===== config.mk =====
export PLATFORM = sky130hd
export DESIGN_NAME = controle_fechadura
export DESIGN_NICKNAME = d
export VERILOG_FILES = /design/src/rtl/controle_fechadura_pkg.sv /design/src/rtl/temporizador.sv /design/src/rtl/controle_fechadura.sv
export SDC_FILE = /design/constraint.sdc
export NUM_CORES = 1
export LEC_CHECK = 0
export BUFFER_PORTS_ARGS = -buffer_cell sky130_fd_sc_hd__buf_2
export CAP_MARGIN = 0
export CELL_PAD_IN_SITES_DETAIL_PLACEMENT = 1
export CELL_PAD_IN_SITES_GLOBAL_PLACEMENT = 1
export CORE_UTILIZATION = 43
export CTS_CLUSTER_DIAMETER = 60
export DETAILED_ROUTE_END_ITERATION = 16
export HOLD_SLACK_MARGIN = 0.06
export PLACE_DENSITY_LB_ADDON = 0.1
export SLEW_MARGIN = 20
export SYNTH_ARGS = -nofsm -noshare
export SYNTH_HDL_FRONTEND = slang
export SYNTH_SLANG_ARGS = --single-unit
export TNS_END_PERCENT = 100

===== constraint.sdc =====
create_clock -name clk -period 2.6 [get_ports clk]
set_input_delay 0.39 -clock clk [delete_from_list [all_inputs] [get_ports clk]]
set_output_delay 0.39 -clock clk [all_outputs]
set_load 0.1 [all_outputs]

===== src/rtl/controle_fechadura_pkg.sv =====
// Shared types and constants for the PIN door-lock controller.
// PIN packets carry four BCD keys plus a one-cycle submit strobe.
package controle_fechadura_pkg;

  localparam logic [3:0] DIGIT_BLANK = 4'hE;
  localparam logic [3:0] KEY_SEND    = 4'hF;

  typedef struct packed {
    logic       status;
    logic [3:0] digit4;
    logic [3:0] digit3;
    logic [3:0] digit2;
    logic [3:0] digit1;
  } pinPac_t;

  typedef logic [15:0] senha_t;

  // digit4 holds the first key entered, digit1 the most recent
  localparam senha_t DEFAULT_PIN = 16'h1234;

  typedef enum logic [1:0] {
    TRANCADO,
    ABERTO,
    CONFIG,
    BLOQUEIO
  } estado_t;

  function automatic logic digito_valido(input logic [3:0] d);
    return (d != DIGIT_BLANK) && (d <= 4'd9);
  endfunction

  function automatic logic pin_completo(input pinPac_t p);
    return digito_valido(p.digit4) && digito_valido(p.digit3) &&
           digito_valido(p.digit2) && digito_valido(p.digit1);
  endfunction

  function automatic senha_t pin_digitos(input pinPac_t p);
    return {p.digit4, p.digit3, p.digit2, p.digit1};
  endfunction

endpackage


===== src/rtl/temporizador.sv =====
// Loadable down-counter shared by all timed lock states.
// A load of N-1 makes o_fim rise after exactly N counting cycles.
module temporizador #(
  parameter int unsigned WIDTH = 10
) (
  input  logic             i_clk,
  input  logic             i_rst,
  input  logic             i_carga,
  input  logic [WIDTH-1:0] i_valor,
  output logic             o_fim
);

  logic [WIDTH-1:0] r_contagem;

  always_ff @(posedge i_clk) begin
    if (i_rst) begin
      r_contagem <= '0;
    end else if (i_carga) begin
      r_contagem <= i_valor;
    end else if (r_contagem != '0) begin
      r_contagem <= r_contagem - 1'b1;
    end
  end

  assign o_fim = (r_contagem == '0);

endmodule


===== src/rtl/controle_fechadura.sv =====
// PIN door-lock controller: unlock window, password change mode and
// lockout after repeated failures. All outputs are registered.
module controle_fechadura
  import controle_fechadura_pkg::*;
#(
  parameter int unsigned UNLOCK_CYCLES  = 250,
  parameter int unsigned LOCKOUT_CYCLES = 1000,
  parameter int unsigned CONFIG_CYCLES  = 500,
  parameter int unsigned MAX_ATTEMPTS   = 3
) (
  input  logic    clk,
  input  logic    rst,
  input  pinPac_t pin_in,
  input  logic    btn_config,
  output logic    tranca_aberta,
  output logic    bloqueado,
  output logic    modo_config,
  output logic    erro,
  output logic [2:0] tentativas
);

  localparam int unsigned MaxCiclos =
      (UNLOCK_CYCLES > LOCKOUT_CYCLES) ?
      ((UNLOCK_CYCLES > CONFIG_CYCLES) ? UNLOCK_CYCLES : CONFIG_CYCLES) :
      ((LOCKOUT_CYCLES > CONFIG_CYCLES) ? LOCKOUT_CYCLES : CONFIG_CYCLES);
  localparam int unsigned TimerW = $clog2(MaxCiclos + 1);

  localparam logic [TimerW-1:0] CargaAberto   = TimerW'(UNLOCK_CYCLES - 1);
  localparam logic [TimerW-1:0] CargaBloqueio = TimerW'(LOCKOUT_CYCLES - 1);
  localparam logic [TimerW-1:0] CargaConfig   = TimerW'(CONFIG_CYCLES - 1);
  localparam logic [2:0]        MaxTent       = 3'(MAX_ATTEMPTS);

  estado_t           r_estado;
  estado_t           w_estado_prox;
  senha_t            r_senha;
  senha_t            w_senha_prox;
  logic [2:0]        r_tentativas;
  logic [2:0]        w_tentativas_prox;
  logic [2:0]        w_tent_inc;
  logic              r_tranca;
  logic              r_bloqueado;
  logic              r_modo_config;
  logic              r_erro;
  logic              w_erro_prox;
  logic              w_carga;
  logic [TimerW-1:0] w_valor;
  logic              w_fim;
  logic              w_completo;
  logic              w_confere;

  assign w_completo = pin_completo(pin_in);
  assign w_confere  = (pin_digitos(pin_in) == r_senha);
  assign w_tent_inc = r_tentativas + 3'd1;

  temporizador #(
    .WIDTH(TimerW)
  ) u_temporizador (
    .i_clk  (clk),
    .i_rst  (rst),
    .i_carga(w_carga),
    .i_valor(w_valor),
    .o_fim  (w_fim)
  );

  always_comb begin
    w_estado_prox     = r_estado;
    w_senha_prox      = r_senha;
    w_tentativas_prox = r_tentativas;
    w_erro_prox       = 1'b0;
    w_carga           = 1'b0;
    w_valor           = '0;
    unique case (r_estado)
      TRANCADO: begin
        if (pin_in.status) begin
          if (w_completo && w_confere) begin
            w_estado_prox     = ABERTO;
            w_tentativas_prox = 3'd0;
            w_carga           = 1'b1;
            w_valor           = CargaAberto;
          end else begin
            w_erro_prox       = 1'b1;
            w_tentativas_prox = w_tent_inc;
            if (w_tent_inc >= MaxTent) begin
              w_estado_prox = BLOQUEIO;
              w_carga       = 1'b1;
              w_valor       = CargaBloqueio;
            end
          end
        end
      end
      ABERTO: begin
        // Expiry takes priority over a simultaneous config request
        if (w_fim) begin
          w_estado_prox = TRANCADO;
        end else if (btn_config) begin
          w_estado_prox = CONFIG;
          w_carga       = 1'b1;
          w_valor       = CargaConfig;
        end
      end
      CONFIG: begin
        if (pin_in.status) begin
          w_estado_prox = TRANCADO;
          if (w_completo) begin
            w_senha_prox = pin_digitos(pin_in);
          end else begin
            w_erro_prox = 1'b1;
          end
        end else if (w_fim) begin
          w_estado_prox = TRANCADO;
        end
      end
      BLOQUEIO: begin
        if (w_fim) begin
          w_estado_prox     = TRANCADO;
          w_tentativas_prox = 3'd0;
        end
      end
      default: w_estado_prox = TRANCADO;
    endcase
  end

  always_ff @(posedge clk) begin
    if (rst) begin
      r_estado      <= TRANCADO;
      r_senha       <= DEFAULT_PIN;
      r_tentativas  <= 3'd0;
      r_tranca      <= 1'b0;
      r_bloqueado   <= 1'b0;
      r_modo_config <= 1'b0;
      r_erro        <= 1'b0;
    end else begin
      r_estado      <= w_estado_prox;
      r_senha       <= w_senha_prox;
      r_tentativas  <= w_tentativas_prox;
      r_tranca      <= (w_estado_prox == ABERTO) || (w_estado_prox == CONFIG);
      r_bloqueado   <= (w_estado_prox == BLOQUEIO);
      r_modo_config <= (w_estado_prox == CONFIG);
      r_erro        <= w_erro_prox;
    end
  end

  assign tranca_aberta = r_tranca;
  assign bloqueado     = r_bloqueado;
  assign modo_config   = r_modo_config;
  assign erro          = r_erro;
  assign tentativas    = r_tentativas;

endmodule


# Yosys cells after proc, flatten, opt, wreduce, memory -nomap -nowiden
# Index checks and enable logic that the tools add are counted.
[word_totals]
regBits = 35
out_inout_bits = 7
in_bits = 20
elab_cells = 75
[classes]
reduce_logical = 16
eq_ne = 13
n_lt_le_gt_ge = 5
muxes = 31
addsub = 2
[op_table]
columns = ["op", "count"]
rows = [
  ["2-to-1 mux 10 bit", 5],
  ["case mux 10 bit (2 select lines)", 1],
  ["2-to-1 mux 9 bit", 2],
  ["equality test 16 bit", 1],
  ["<= comparator 4 bit, second input constant", 4],
  ["inequality test 4 bit, second input constant", 4],
  ["2-to-1 mux 2 bit", 7],
  ["zero test 10 bit", 1],
  ["nonzero test 10 bit", 1],
  ["subtractor 10 x 1 -> 10 bit, second input constant", 1],
  ["2-to-1 mux 1 bit", 9],
  ["2-to-1 mux 3 bit", 3],
  ["equality test 2 bit, second input constant", 4],
  ["logical AND 1 bit", 8],
  ["case mux 2 bit (4 select lines)", 1],
  ["case mux 3 bit (2 select lines)", 1],
  ["AND reduction 3 bit", 2],
  ["equality test 2 x 1 -> 1 bit, second input constant", 2],
  ["case mux 1 bit (2 select lines)", 2],
  ["nonzero test 2 bit", 2],
  ["adder 3 x 1 -> 3 bit, second input constant", 1],
  [">= comparator 3 x 2 -> 1 bit, second input constant", 1],
  ["zero test 2 bit", 1],
  ["inequality test 2 x 1 -> 1 bit, second input constant", 1],
  ["other kinds (2)", 2],
]

# Logic depth before layout (Yosys ltp)
[logic_depth]
word_depth = 11
depth_mapped = 9
depth_no_buf = 9

# By module
# Synthesis repeated with hierarchy kept, for this count alone.
[hier_totals]
cells_unflattened = 214
area_unflattened_um2 = 1931.9
[by_module_without_submodules]
columns = ["module", "n_inst", "area_each_um2", "cells_each", "seq_area_each_um2"]
rows = [
  ["controle_fechadura", 1, 1318.8, 141, 500.5],
  ["temporizador", 1, 613.1, 73, 200.2],
]

# Least setup slack after synthesis
# OpenSTA, ideal clock, no wires.
[synth_path]
path_kind = "reg-to-reg"
startpoint = "register r_tentativas[0], in the netlist tentativas[0]"
endpoint = "register r_tranca, in the netlist tranca_aberta"
setup_slack_ps = -265
period_less_slack_ps = 2865
n_path_buf = 0
path_stages_with_launch = 10
required_ps = 2472
setup_ps = 128
arrival_ps = 2737
cell_sequence = "dfxtp_1 > inv_1 > ha_1 > nor2_1 > or3_1 > nand2_1 > a21oi_1 > or2_2 > ha_1 > nor2b_1"
[synth_via]
elab_chain_cells = 8
word_cells_on_any_way = 9
classes_between = "add/sub: 1; order compare: 1; eq/ne: 2; mux: 4; reduce/logical: 1"
[synth_rtl]
columns = ["element", "line", "text"]
rows = [
  ["from (decl)", "controle_fechadura.sv:37", "logic [2:0] r_tentativas;"],
  ["from (signal assigned)", "controle_fechadura.sv:135", "r_tentativas <= w_tentativas_prox;"],
  ["adder 3 x 1 -> 3 bit (*)", "controle_fechadura.sv:53", "assign w_tent_inc = r_tentativas + 3'd1;"],
  [">= comparator 3 x 2 -> 1 bit (*)", "controle_fechadura.sv:83", "if (w_tent_inc >= MaxTent) begin"],
  ["2-to-1 mux 2 bit (*)", "controle_fechadura.sv:83", ""],
  ["2-to-1 mux 2 bit (*)", "controle_fechadura.sv:75", "if (w_completo && w_confere) begin"],
  ["2-to-1 mux 2 bit (*)", "controle_fechadura.sv:74", "if (pin_in.status) begin"],
  ["case mux 2 bit (4 select lines) (*)", "controle_fechadura.sv:72", "unique case (r_estado)"],
  ["named net w_estado_prox[1]", "controle_fechadura.sv:34", "estado_t w_estado_prox;"],
  ["equality test 2 x 1 -> 1 bit or equality test 2 bit (tied branches)", "controle_fechadura.sv:136", "r_tranca <= (w_estado_prox == ABERTO) || (w_estado_prox == CONFIG);"],
  ["logical OR 1 bit (*)", "controle_fechadura.sv:136", ""],
  ["to (signal assigned)", "controle_fechadura.sv:136", ""],
  ["to (decl)", "controle_fechadura.sv:40", "logic r_tranca;"],
]
# The timed path passes the listed nets; every way through them passes the cells marked *.
# A chain may end at the register's enable or synchronous reset.

# Worst setup path in the final report
# Ends and elaborated chain as after synthesis.

==> metrics <==
status=finished, final reports clean; I/O pins=27; top post-synthesis cells by count=dfxtp_1, nor2_1, xor2_1; Area Overhead vs Synth=13.5%; fmax=between 400 and 500 MHz; Synth Register Bits=35; Post-CTS Setup Bufs=0; clk_lat worst skew=approximately 0.3 ns; kind of critical path=reg -> reg; I/O Buffers=26; r2r setup slk=between 0.3 and 0.4 ns; DRT Pass-1 Iters=4; design area=around 2100 µm²; total grt overflow=0; initial antenna violation count=0; Yosys warning count=0; Avg WL per Cell=around 16 µm; RSZ-0062 raised after global routing=no; die width=approximately 68 µm; Clock Tree Buf Depth=2; Post-Route Setup TNS=0 ns; share of post-route cells with drive strength above 1=0.203; number of fill cells=493; dominant synthesized flop cell=dfxtp_1; number of synthesized flops with an enable pin=0; vias per cell=around 5.6; DRT Wirelength=approximately 4.6 mm; min-delay src=pin_in[0]; CP max-delay cell=or3_1; clk root buf=clkbuf_8; minimum clock period=~2.3 ns; Max Cap Viol=0; FF-to-FF Start=tentativas[0]; vias in the first global route=roughly 1600; Avg Cell Area, Syn=a little under 9 µm²; core area=4090 µm²; post-DP HPWL=3.50 mm; CP delay by family, top=simple AND/OR/NAND/NOR gates; Tot Pwr=~2.1 mW; Leak=0.949 nW; CTS tree=done; largest net degree at the start of global routing=39; Vias=around 1600; CP max FO=6; initial cell density of the core=0.458; ant diodes=0; Die Height=between 60 and 70 µm; Remaining DRCs=0; Worst Skew=between 0.004 and 0.005 ns; Tot GR Track Use=0.225; worst path bufs/invs=1; CP peak stage delay=~0.4 ns; CTS sink count=35; pwr/cell area=~970 nW/µm²; Hold Slack=~0.35 ns; Final Hold Viols=0; cell taking the most area after synthesis=dfxtp_1; RR Endpoint=tranca_aberta; Iter 0 DRT Violations=just under 80; final setup margin=0.336 ns; critical path endpoint category=flip-flop; Post-layout nets=between 200 and 300; GPL Wtd Cong=around 0.8; Worst Hold End=r_senha[0]; max-slew violations=0; most frequent cell after synthesis=dfxtp_1; critical path required time=2.77 ns; number of distinct library cells after synthesis=48; Site Rows=23; dpl ws=roughly 0.33 ns; hold buffers post-CTS=0; first-pass GRT wire length=roughly 7.6 mm; post-synth top area share=0.375; WP data arrival=~2.4 ns; Syn Nets=235; clock transition at the registers of the reported paths=0.08 ns; Startpoint Class=flip-flop; synthesized instance count=roughly 210; synthesized area=between 1500 and 2000 µm²; post-CTS sizing=0; async set-reset flop share out of synthesis=0; Top cell by count, worst path=ha_1; final setup violation count=0; Die ar.=4620 µm²; crit-path cells=inv_1, ha_1, nor2_1, or3_1, nand2_1, a21oi_1, or2_2, ha_1, nor2b_1; fin crit share=0.871; Hold Path Cell Cnt=3; Slew @ Worst Pin=between 0.9 and 1 ns; top post-synthesis cells by area=dfxtp_1, xor2_1, mux2i_1; VDD IR max=around 0.00055 V; Slew HR=0.387; FF-to-FF path depth=9; Post-DP Area=between 2000 and 2500 µm²; worst hold path class=in -> reg; remaining antenna violation count=0; total CTS buffers=5; sequential-to-total area share from yosys stat=0.375; htree depth=2
-- per-stage QoR --
| step | util | cells |
|---|---|---|
| 6_report | 0.520 | 287 |
| 5_1_grt | 0.520 | 287 |
| 4_1_cts | 0.520 | 287 |
| 3_5_place_dp | 0.497 | 279 |
| 3_3_place_gp | 0.497 | 279 |
| 2_1_floorplan | - | 209 |
-- final cells by class --
cell class | instances | area [µm²] | area share
multi-input combinational | 156 | 1080 | 0.510
clock buffer | 5 | 68.8 | 0.0324
clock inverter | 3 | 23.8 | 0.0112
sequential | 35 | 703 | 0.331
timing repair buffer | 28 | 145 | 0.0684
tap | 50 | 62.6 | 0.0295
inverter | 10 | 37.5 | 0.0177
-- tightest hold or removal path: cells and delay by family --
kind                   cells  cell delay, ns
buffers and inverters      1            0.10
muxes                      1            0.06
and+or+nand+nor            1            0.07
-- logic make-up (layout without fill, tap and decap cells) --
kind of cell             Yosys count  in the layout  share of synthesized area
AO/OA/AOI/OAI                     38             38                      0.134
XOR/XNOR                          23             23                      0.108
AND/OR/NAND/NOR                   77             77                      0.231
flip-flops                        35             35                      0.375
buffers and inverters             18             46                     0.0468
multiplexers                      12             12                     0.0649
adder cells (fa/ha/maj)            6              6                     0.0401
-- layer usage --
layer	vias up	global-route usage	wire [µm]
met1	781	0.286	2180
met5	-	0	0
li1	795	-	-
met4	0	0.0781	58
met2	17	0.369	2290
met3	5	0.0550	108
-- registers in the layout, indices dropped and copies added, names as in the netlist --
| register | count |
|---|---|
| modo_config | 1 |
| bloqueado | 1 |
| tranca_aberta | 1 |
| u_temporizador.r_contagem | 10 |
| erro | 1 |
| r_estado | 2 |
| r_senha | 16 |
| tentativas | 3 |
-- worst max-delay path by stage --
stage	start	end	slack, ns	cells past startpoint
floorplan	tentativas[2]	tranca_aberta	0.10	7
global placement	pin_in[5]	tranca_aberta	0.36	8
detailed placement	tentativas[0]	tranca_aberta	0.33	9
CTS	tentativas[0]	tranca_aberta	0.34	9
global route	tentativas[0]	tranca_aberta	0.21	9
finish	tentativas[0]	tranca_aberta	0.34	9
-- placed cells by master, fill, tap and decap left out, drive strengths merged, types with 6 or more instances in the layout --
| cell type | synthesis | routed |
|---|---|---|
| a21oi | 10 | 10 |
| buf | 5 | 28 |
| nand2 | 10 | 10 |
| inv | 10 | 11 |
| nor3 | 8 | 8 |
| nor2 | 24 | 24 |
| o21ai | 8 | 8 |
| xnor2 | 10 | 10 |
| dfxtp | 35 | 35 |
| xor2 | 13 | 13 |
| ha | 6 | 6 |
| mux2i | 11 | 11 |
-- report_power, final --
part           total, mW  switching (mW)  internal [mW]  leakage, nW
registers          0.730          0.0955          0.634        0.286
logic              0.923           0.572          0.351        0.622
clock network      0.415           0.223          0.191       0.0408
total               2.07           0.891           1.18        0.949
Note: power is estimated with default switching activity, not from simulation.
